## src/rtl/rvb_xperm_seq_if.sv

```systemverilog
// ----------------------------------------------------------------------------
// rvb_xperm_seq_if
// Handshake bundle between the issue/writeback logic and the sequential
// crossbar-permutation unit.
//   in_valid/in_ready : request handshake (mode, rs1, rs2 qualify in_valid)
//   flush             : synchronous abort from the pipeline
//   res_valid/res_ready: result handshake, res qualified by res_valid
// master = issue/writeback side, slave = permutation unit.
// ----------------------------------------------------------------------------
interface rvb_xperm_seq_if #(
    parameter int XLEN = 32
);
    logic            in_valid;
    logic            in_ready;
    logic [1:0]      mode;
    logic [XLEN-1:0] rs1;
    logic [XLEN-1:0] rs2;
    logic            flush;
    logic            res_valid;
    logic            res_ready;
    logic [XLEN-1:0] res;

    modport master (
        output in_valid, mode, rs1, rs2, flush, res_ready,
        input  in_ready, res_valid, res
    );

    modport slave (
        input  in_valid, mode, rs1, rs2, flush, res_ready,
        output in_ready, res_valid, res
    );
endinterface

```

## src/rtl/rvb_xperm_seq.sv

```systemverilog
// ----------------------------------------------------------------------------
// rvb_xperm_seq
// Multi-cycle xperm4 / xperm8 / xperm16 (and xperm32 when XLEN=64) unit.
// Each RUN cycle resolves LANES result elements: element i of the result is
// the rs1 element selected by the i-th rs2 element, or zero when that index
// is not below the element count N.
//
// Ports:
//   clk    : rising-edge clock
//   reset  : synchronous, active-high reset
//   io     : rvb_xperm_seq_if.slave
//            in_valid/in_ready, mode, rs1, rs2 - request side
//            flush                             - abort in-flight/pending op
//            res_valid/res_ready, res          - result side
// All outputs come straight from flops.
// ----------------------------------------------------------------------------
module rvb_xperm_seq #(
    parameter int XLEN  = 32,
    parameter int LANES = 4
) (
    input  logic            clk,
    input  logic            reset,
    rvb_xperm_seq_if.slave  io
);
    localparam int SH_W  = $clog2(XLEN);
    // Counter must hold N + LANES - 1 without wrapping (N <= XLEN/4).
    localparam int CNT_W = $clog2(XLEN) + 1;

    typedef enum logic [1:0] {
        IDLE = 2'd0,
        RUN  = 2'd1,
        DONE = 2'd2
    } state_e;

    state_e            state_q, state_d;
    logic [CNT_W-1:0]  cnt_q, cnt_d;
    logic [XLEN-1:0]   res_q, res_d;
    logic              res_valid_q, res_valid_d;
    logic              in_ready_q, in_ready_d;
    logic [XLEN-1:0]   rs1_q, rs1_d;
    logic [XLEN-1:0]   rs2_q, rs2_d;
    logic [1:0]        mode_q, mode_d;

    logic [2:0]        lg_sz;
    logic [CNT_W-1:0]  n_elem;
    logic [CNT_W-1:0]  cnt_next;
    logic              reserved;
    logic              last_step;

    // Resolve one result element e into acc. Element size is 1 << (mode+2)
    // bits. Elements at or beyond N are left untouched. The whole sz-bit
    // index is compared against N so high index bits force a zero result.
    function automatic logic [XLEN-1:0] write_elem(
        input logic [XLEN-1:0]  acc,
        input logic [XLEN-1:0]  tbl,
        input logic [XLEN-1:0]  idxv,
        input logic [1:0]       m,
        input logic [CNT_W-1:0] e
    );
        logic [2:0]       lg;
        logic [CNT_W-1:0] n;
        logic [XLEN-1:0]  mask;
        logic [XLEN-1:0]  idx;
        logic [XLEN-1:0]  val;
        logic [SH_W-1:0]  dst_sh;
        logic [SH_W-1:0]  src_sh;
        lg         = {1'b0, m} + 3'd2;
        n          = CNT_W'(XLEN >> lg);
        mask       = ~({XLEN{1'b1}} << (8'd1 << lg));
        write_elem = acc;
        if (e < n) begin
            dst_sh = SH_W'(e) << lg;
            idx    = (idxv >> dst_sh) & mask;
            if (idx < XLEN'(n)) begin
                src_sh = SH_W'(idx) << lg;
                val    = (tbl >> src_sh) & mask;
            end else begin
                val = '0;
            end
            write_elem = (acc & ~(mask << dst_sh)) | (val << dst_sh);
        end
    endfunction

    always_comb begin
        lg_sz     = {1'b0, mode_q} + 3'd2;
        // Reserved word mode at XLEN=32 yields N=1, i.e. a single RUN cycle.
        n_elem    = CNT_W'(XLEN >> lg_sz);
        reserved  = (XLEN == 32) && (mode_q == 2'b11);
        cnt_next  = cnt_q + CNT_W'(LANES);
        last_step = (cnt_next >= n_elem);
    end

    always_comb begin
        state_d     = state_q;
        cnt_d       = cnt_q;
        res_d       = res_q;
        res_valid_d = res_valid_q;
        in_ready_d  = in_ready_q;
        rs1_d       = rs1_q;
        rs2_d       = rs2_q;
        mode_d      = mode_q;

        if (io.flush) begin
            // Abort: result register is deliberately left as is.
            state_d     = IDLE;
            cnt_d       = '0;
            res_valid_d = 1'b0;
            in_ready_d  = 1'b1;
        end else begin
            case (state_q)
                IDLE: begin
                    if (io.in_valid) begin
                        rs1_d      = io.rs1;
                        rs2_d      = io.rs2;
                        mode_d     = io.mode;
                        res_d      = '0;
                        cnt_d      = '0;
                        in_ready_d = 1'b0;
                        state_d    = RUN;
                    end
                end
                RUN: begin
                    if (!reserved) begin
                        for (int l = 0; l < LANES; l++) begin
                            res_d = write_elem(res_d, rs1_q, rs2_q, mode_q,
                                               cnt_q + CNT_W'(l));
                        end
                    end
                    cnt_d = cnt_next;
                    if (last_step) begin
                        state_d     = DONE;
                        res_valid_d = 1'b1;
                    end
                end
                DONE: begin
                    if (io.res_ready) begin
                        state_d     = IDLE;
                        res_valid_d = 1'b0;
                        in_ready_d  = 1'b1;
                    end
                end
                default: begin
                    state_d     = IDLE;
                    res_valid_d = 1'b0;
                    in_ready_d  = 1'b1;
                end
            endcase
        end
    end

    // Control and result state; reset dominates flush and both handshakes.
    always_ff @(posedge clk) begin
        if (reset) begin
            state_q     <= IDLE;
            cnt_q       <= '0;
            res_q       <= '0;
            res_valid_q <= 1'b0;
            in_ready_q  <= 1'b1;
        end else begin
            state_q     <= state_d;
            cnt_q       <= cnt_d;
            res_q       <= res_d;
            res_valid_q <= res_valid_d;
            in_ready_q  <= in_ready_d;
        end
    end

    // Captured operands: only meaningful between acceptance and DONE.
    always_ff @(posedge clk) begin
        rs1_q  <= rs1_d;
        rs2_q  <= rs2_d;
        mode_q <= mode_d;
    end

    assign io.in_ready  = in_ready_q;
    assign io.res_valid = res_valid_q;
    assign io.res       = res_q;
endmodule

```

## src/flat_wrapper.sv

```systemverilog
// flat-port wrapper written by rule: the top's interface ports become plain ports
module rvb_xperm_seq_flat 
#(
    parameter int XLEN  = 32,
    parameter int LANES = 4
)
  (clk, reset, io_in_valid, io_mode, io_rs1, io_rs2, io_flush, io_res_ready, io_in_ready, io_res_valid, io_res);
  rvb_xperm_seq_if #(.XLEN(XLEN)) io_i ();
  input  logic clk;
  input  logic reset;
  input wire logic [$bits(io_i.in_valid)-1:0] io_in_valid;
  input wire logic [$bits(io_i.mode)-1:0] io_mode;
  input wire logic [$bits(io_i.rs1)-1:0] io_rs1;
  input wire logic [$bits(io_i.rs2)-1:0] io_rs2;
  input wire logic [$bits(io_i.flush)-1:0] io_flush;
  input wire logic [$bits(io_i.res_ready)-1:0] io_res_ready;
  output wire logic [$bits(io_i.in_ready)-1:0] io_in_ready;
  output wire logic [$bits(io_i.res_valid)-1:0] io_res_valid;
  output wire logic [$bits(io_i.res)-1:0] io_res;
  assign io_i.in_valid = io_in_valid;
  assign io_i.mode = io_mode;
  assign io_i.rs1 = io_rs1;
  assign io_i.rs2 = io_rs2;
  assign io_i.flush = io_flush;
  assign io_i.res_ready = io_res_ready;
  assign io_in_ready = io_i.in_ready;
  assign io_res_valid = io_i.res_valid;
  assign io_res = io_i.res;
  rvb_xperm_seq #(.XLEN(XLEN), .LANES(LANES)) u_core (.clk(clk), .reset(reset), .io(io_i));
endmodule
```

## config.mk

```make
export PLATFORM = sky130hd
export DESIGN_NAME = rvb_xperm_seq_flat
export DESIGN_NICKNAME = d
export VERILOG_FILES = /design/src/rtl/rvb_xperm_seq_if.sv /design/src/rtl/rvb_xperm_seq.sv /design/src/flat_wrapper.sv
export SDC_FILE = /design/constraint.sdc
export NUM_CORES = 1
export LEC_CHECK = 0
export ABC_AREA = 0
export ABC_CLOCK_PERIOD_IN_PS = 4950
export BUFFER_PORTS_ARGS = -buffer_cell sky130_fd_sc_hd__buf_2
export CAP_MARGIN = 40
export CORE_MARGIN = 8
export CORE_UTILIZATION = 55
export DETAILED_ROUTE_END_ITERATION = 7
export PLACE_DENSITY = 0.82
export SYNTH_ARGS = -nofsm -noshare
export SYNTH_HDL_FRONTEND = slang
export SYNTH_SLANG_ARGS = --single-unit
export TNS_END_PERCENT = 50
```

## constraint.sdc

```tcl
create_clock -name clk -period 4.95 [get_ports clk]
set_clock_uncertainty 0.1 [all_clocks]
set_input_delay 0.7425 -clock clk [delete_from_list [all_inputs] [get_ports clk]]
set_output_delay 0.7425 -clock clk [all_outputs]
set_load 0.01 [all_outputs]
```

# [Yosys cells after proc, flatten, opt, wreduce, memory -nomap -nowiden]
# Cells that the tools add are included.
[totals] register_bits=108 input_bits=71 wordCells=137
[op_classes] n_addsub=5 magnitude_cmp=9 n_eq_ne=7 shift=27 n_mux=48 bitwise=24 n_reduce_logical=9
[ops] op="$mux W32" count=35
[ops] op="$and A32 B32 Y32" count=12
[ops] op="$shl A32 B5 Y32" count=8
[ops] op="$shr A32 B5 Y32" count=8
[ops] op="$not A32 Y32" count=5
[ops] op="$lt A32 B6 Y1" count=4
[ops] op="$or A32 B32 Y32" count=4
[ops] op="$pmux W32 S2" count=1
[ops] op="$shl A5 B3 Y5" count=8
[ops] op="$shl A32 B8 Y32 const A" count=1
[ops] op="$lt A6 B6 Y1" count=4
[ops] op="$add A6 B2 Y6 const B" count=2
[ops] op="$pmux W6 S2" count=1
[ops] op="$reduce_and A3 Y1" count=4
[ops] op="$shl A1 B3 Y8 const A" count=1
[ops] op="$add A6 B1 Y6 const B" count=1
[ops] op="$add A6 B3 Y6 const B" count=1
[ops] op="$ge A6 B6 Y1" count=1
[ops] op="$mux W2" count=3
[ops] op="$mux W6" count=1
[ops] op="$ne A2 B2 Y1 const B" count=3
[ops] op="$pmux W1 S3" count=2
[ops] op="$pmux W2 S3" count=1
[ops] op="$shr A6 B3 Y6 const A" count=1
[ops] op="other kinds (11)" count=17

# [Logic depth before layout (Yosys ltp)]
[logic_depth] depth_word=36 depth_mapped=20 ltp_nobuf=16

# [Least setup slack after synthesis]
# OpenSTA, ideal clock, no wires.
[synth_path] path_kind="input-to-reg" start="input io_in_valid" end="register u_core.mode_q[0] (enable)" setup_ns=0.490 arrival_ns=3.569 t_required_ns=4.360 setup_slack_ns=0.790 path_stages=2 path_buffers=0 cell_sequence="nand2_1 nor2_1"
[synth_via] elab_chain_len=1
[synth_lines] element="from (decl)" line="flat_wrapper.sv:11" source="input wire logic [$bits(io_i.in_valid)-1:0] io_in_valid;"
[synth_lines] element="$reduce_and A3 Y1 (no source line)"
[synth_lines] element="to (signal assigned)" line="rvb_xperm_seq.sv:172" source="mode_q <= mode_d;"
[synth_lines] element="to (decl)" line="rvb_xperm_seq.sv:42" source="logic [1:0] mode_q, mode_d;"
# Every way passes these cells.
# A chain may end at the register's enable or synchronous reset.

# [Final worst setup path]
[layout_path] start="register u_core.cnt_q[2]" end="register u_core.res_q[6] (netlist: u_core.io.res[6])"
[layout_via] elab_chain_len=34 word_cells_on_any_way=90 classes_between="add/sub (3); order compare (8); shift (24); mux (35); bitwise (20)"
[layout_lines] element="from (decl)" line="rvb_xperm_seq.sv:36" source="logic [CNT_W-1:0] cnt_q, cnt_d;"
[layout_lines] element="from (signal assigned)" line="rvb_xperm_seq.sv:161" source="cnt_q <= cnt_d;"
[layout_lines] element="$shl A5 B3 Y5" line="rvb_xperm_seq.sv:72" source="dst_sh = SH_W'(e) << lg;"
[layout_lines] element="$shr A32 B5 Y32" line="rvb_xperm_seq.sv:73" source="idx = (idxv >> dst_sh) & mask;"
[layout_lines] element="$and A32 B32 Y32" line="rvb_xperm_seq.sv:73"
[layout_lines] element="$shl A5 B3 Y5" line="rvb_xperm_seq.sv:75" source="src_sh = SH_W'(idx) << lg;"
[layout_lines] element="$shr A32 B5 Y32" line="rvb_xperm_seq.sv:76" source="val = (tbl >> src_sh) & mask;"
[layout_lines] element="$and A32 B32 Y32" line="rvb_xperm_seq.sv:76"
[layout_lines] element="$mux W32" line="rvb_xperm_seq.sv:74" source="if (idx < XLEN'(n)) begin"
[layout_lines] element="$mux W32" line="rvb_xperm_seq.sv:71" source="if (e < n) begin"
[layout_lines] element="[18 not listed]"
[layout_lines] element="$mux W32" line="rvb_xperm_seq.sv:123" source="if (!reserved) begin"
[layout_lines] element="$mux W32" line="rvb_xperm_seq.sv:110" source="case (state_q)"
[layout_lines] element="$mux W32" line="rvb_xperm_seq.sv:103" source="if (io.flush) begin"
[layout_lines] element="$and A32 B32 Y32" line="rvb_xperm_seq.sv:80" source="write_elem = (acc & ~(mask << dst_sh)) | (val << dst_sh);"
[layout_lines] element="$or A32 B32 Y32" line="rvb_xperm_seq.sv:80"
[layout_lines] element="$mux W32 (*)" line="rvb_xperm_seq.sv:71"
[layout_lines] element="$mux W32 (*)" line="rvb_xperm_seq.sv:123"
[layout_lines] element="$pmux W32 S2 (*)" line="rvb_xperm_seq.sv:110"
[layout_lines] element="to (signal assigned)" line="rvb_xperm_seq.sv:162" source="res_q <= res_d;"
[layout_lines] element="to (decl)" line="rvb_xperm_seq.sv:37" source="logic [XLEN-1:0] res_q, res_d;"
# Mark *: on every way between the ends. The rest lies on a longest branch, timed or not. The select of a mux whose other input is x is not followed.

==> qor.txt <==
1st-pass router iterations - 8
CTS H-tree lvls - 3
DIE AREA - 23100 um2
Worst VDD drop - 0.000188 V
CP endpoint kind - flip-flop
Fin. Hold Viols - 0
failing checks - design-rule violations
Detail Placement HPWL - 34.4 mm
core area - 18100 um2
crit path cell chain - inv_1, nor2_1, mux2_2, mux2i_1, o21ai_0, ha_1, a21o_1, a21oi_1, o2111ai_2, a221oi_1, nand3_2, a2111oi_0, a21oi_1, o211ai_1
final wirelength - 46.4 mm
total CTS buffers - 9
delay-heaviest family, CP - compound AO/OA/AOI/OAI gates
crit start category - flip-flop
Yosys cell types - 96
Root Buffer - clkbuf_16
Worst-Skew Late Latency - 0.37 ns
Max Clock Freq - 234 MHz
Worst Path Buf+Inv - 1
Yosys reg bits - 106
placed cells - 1461
Post-synth EDFFs - 66
DR vias/cell - 7.59
area growth from synthesis to layout - 8.73%
Syn Area/Cell - 8.53 um2
CP max-delay cell - a2111oi_0
pwr/cell area - 223 nW/um2
Slew Viols, Final - 0
post-synth net total - 1284
Nets - 1333
Die Wd - 152 um
Vias - 11209
count of warnings emitted by yosys - 0
Max Cap Viol - 0
clock tree sinks - 106
Setup-failing EPs final - 0
first-pass GRT wire length - 67.8 mm
DR WL/cell - 31.4 um
max incr delay on CP - 0.77 ns
DRC - 17
WS Path Type - reg2reg
layout cells sized above 1 - 0.209
routability cong. - 1.12
min cycle time layout - 4.27 ns
RSZ-0062 raised after global routing - false
Leak - 4.22 nW
Most common cell on crit path - a21oi_1
GRT Total Usage - 0.384
CTS tree - done
Rel. slew slack - 0.328
WP data required - 5.15 ns
Slew @ Worst Pin - 1.01 ns
Ant. Diodes - 0
status - complete, but fails checks
I/O pin cnt - 105
antenna violations before repair - 2
HP Class - reg2reg
Critical Path AT - 4.46 ns
Post-Syn Area - 10200 um2
Fin Setup TNS - 0 ns
vias in the first global route - 10242
Post-CTS Setup Repair Bufs - 0
Starting Density - 0.563
Post-CTS Resized - 0
grt ovf - 0
top post-synthesis cells by area - edfxtp_1, mux2i_1, dfxtp_1
CTS clk-pin slew, worst paths - 0.08 ns
cell row count - 49
cts hold-fix bufs - 0
ratio of final minimum period to clock period - 0.862
pin count of the biggest net entering global routing - 67
hold slack - 0.399 ns
ys flop type - edfxtp_1
Clock Tree Buf Depth - 2
Async SR Flop Fraction - 0
DIE HEIGHT - 152 um
Gate Count Post-Synth - 1194
register area share after synthesis - 0.273
share of the synthesized area in the top cell type - 0.194
CP Max Fanout - 9
Port Buffer Count - 104
ANT nets after route - 0
DRT iter0 DRCs - 2165
Finished Layout Cells - 1477
Synth area leader - edfxtp_1
[registers in the layout, indices dropped and copies added, names as in the netlist]
name / count
u_core.io.in_ready: 1
u_core.rs2_q: 32
u_core.mode_q: 2
u_core.rs1_q: 32
u_core.state_q: 2
u_core.io.res_valid: 1
u_core.cnt_q: 4
u_core.io.res: 32
[synth_stat cells (all sizes together), types with 6 or more instances]
cell type	n
o22ai	11
edfxtp	66
o2111ai	7
ha	19
a211oi	21
and2	6
a221o	7
o21a	7
o2bb2ai	7
mux2	34
mux4	20
o31ai	10
a32oi	9
nand4	10
or4	6
o211ai	18
a32o	6
clkbuf	65
nor2	92
nand3	37
nor4	12
nor3	28
o21ai	91
nor2b	13
a22oi	24
a221oi	13
mux2i	112
a311oi	6
o221ai	6
a31oi	14
and3	11
a21o	13
nand2b	11
inv	13
nand2	141
buf	43
a21oi	92
dfxtp	40
[layout make-up]
type	instances	area, um2
Tap cell	229	287
Clock inverter	7	53.8
Clock buffer	9	225
Multi-Input combinational cell	967	6830
Fill cell	1603	7010
Timing Repair Buffer	146	851
Inverter	13	48.8
Sequential cell	106	2780
[worst reg2reg max path, delay by kind of cell, from the launching register on]
family	cells	cell delay, ns
flops	1	0.33
fa+ha+maj	1	0.24
simple gates	2	0.63
mux	2	0.52
compound gates	8	2.22
buf+inv	1	0.15
[logic make-up (layout without fill, tap and decap cells)]
logic type,Yosys count,in the layout,share of synthesized area
AO/OA/AOI/OAI,403,403,0.276
XOR/XNOR,2,2,0.00172
adder cells (fa/ha/maj),19,19,0.0233
buffers and inverters,121,175,0.0587
flip-flops,106,106,0.273
multiplexers,166,166,0.192
AND/OR/NAND/NOR,377,377,0.175
[power breakdown]
group,internal (mW),leakage [nW],switching (mW)
Combinational,0.241,3.15,0.468
Clock,0.347,0.132,0.378
Sequential,0.971,0.938,0.0716
[layout by cell type (no fill, tap or decap), types with 10 or more instances in the layout]
cell	instances
mux2i_1	112
nor2_1	86
nand4_1	10
edfxtp_1	66
o22ai_1	11
nor2b_1	12
inv_1	13
mux2_2	33
a21oi_1	92
and3_1	11
o31ai_1	10
buf_2	104
nand3_1	35
nand2b_1	11
nand2_1	139
a211oi_1	19
dfxtp_1	40
buf_4	40
mux4_2	20
nor4_1	12
o21ai_0	88
o211ai_1	17
a22oi_1	24
a31oi_1	13
a21o_1	13
ha_1	19
nor3_1	26
[metrics by stage]
stage / instance area [um2] / power, mW / worst slack, ns / utilization
6_report: 11100 / 2.48 / 0.684 / 0.613
5_1_grt: 11100 / 2.52 / 0.487 / 0.613
2_1_floorplan: 10200 / 1.46 / 0.790 / -
3_5_place_dp: 10800 / 1.72 / 0.972 / 0.597
4_1_cts: 11100 / 2.43 / 0.876 / 0.613
3_3_place_gp: 10800 / 1.71 / 1.03 / 0.595
[metal layers]
metal	global-route usage	up-vias	wire, um
met1	0.504	5231	17300
met5	0.00864	-	23
met3	0.150	212	7640
li1	-	4700	-
met4	0.154	4	2620
met2	0.554	1062	18800
[worst paths after layout]
kind | from | endpoint | slack (ns) | depth (start not counted)
worst max-delay path | u_core.cnt_q[2] | u_core.io.res[6] | 0.68 | 14
worst min-delay path | u_core.io.res[9] | u_core.io.res[9] | 0.40 | 2
worst max register to register | u_core.cnt_q[2] | u_core.io.res[6] | 0.68 | 14
worst min register to register | u_core.io.res[9] | u_core.io.res[9] | 0.40 | 2
Power figures use the tool's default switching activity.
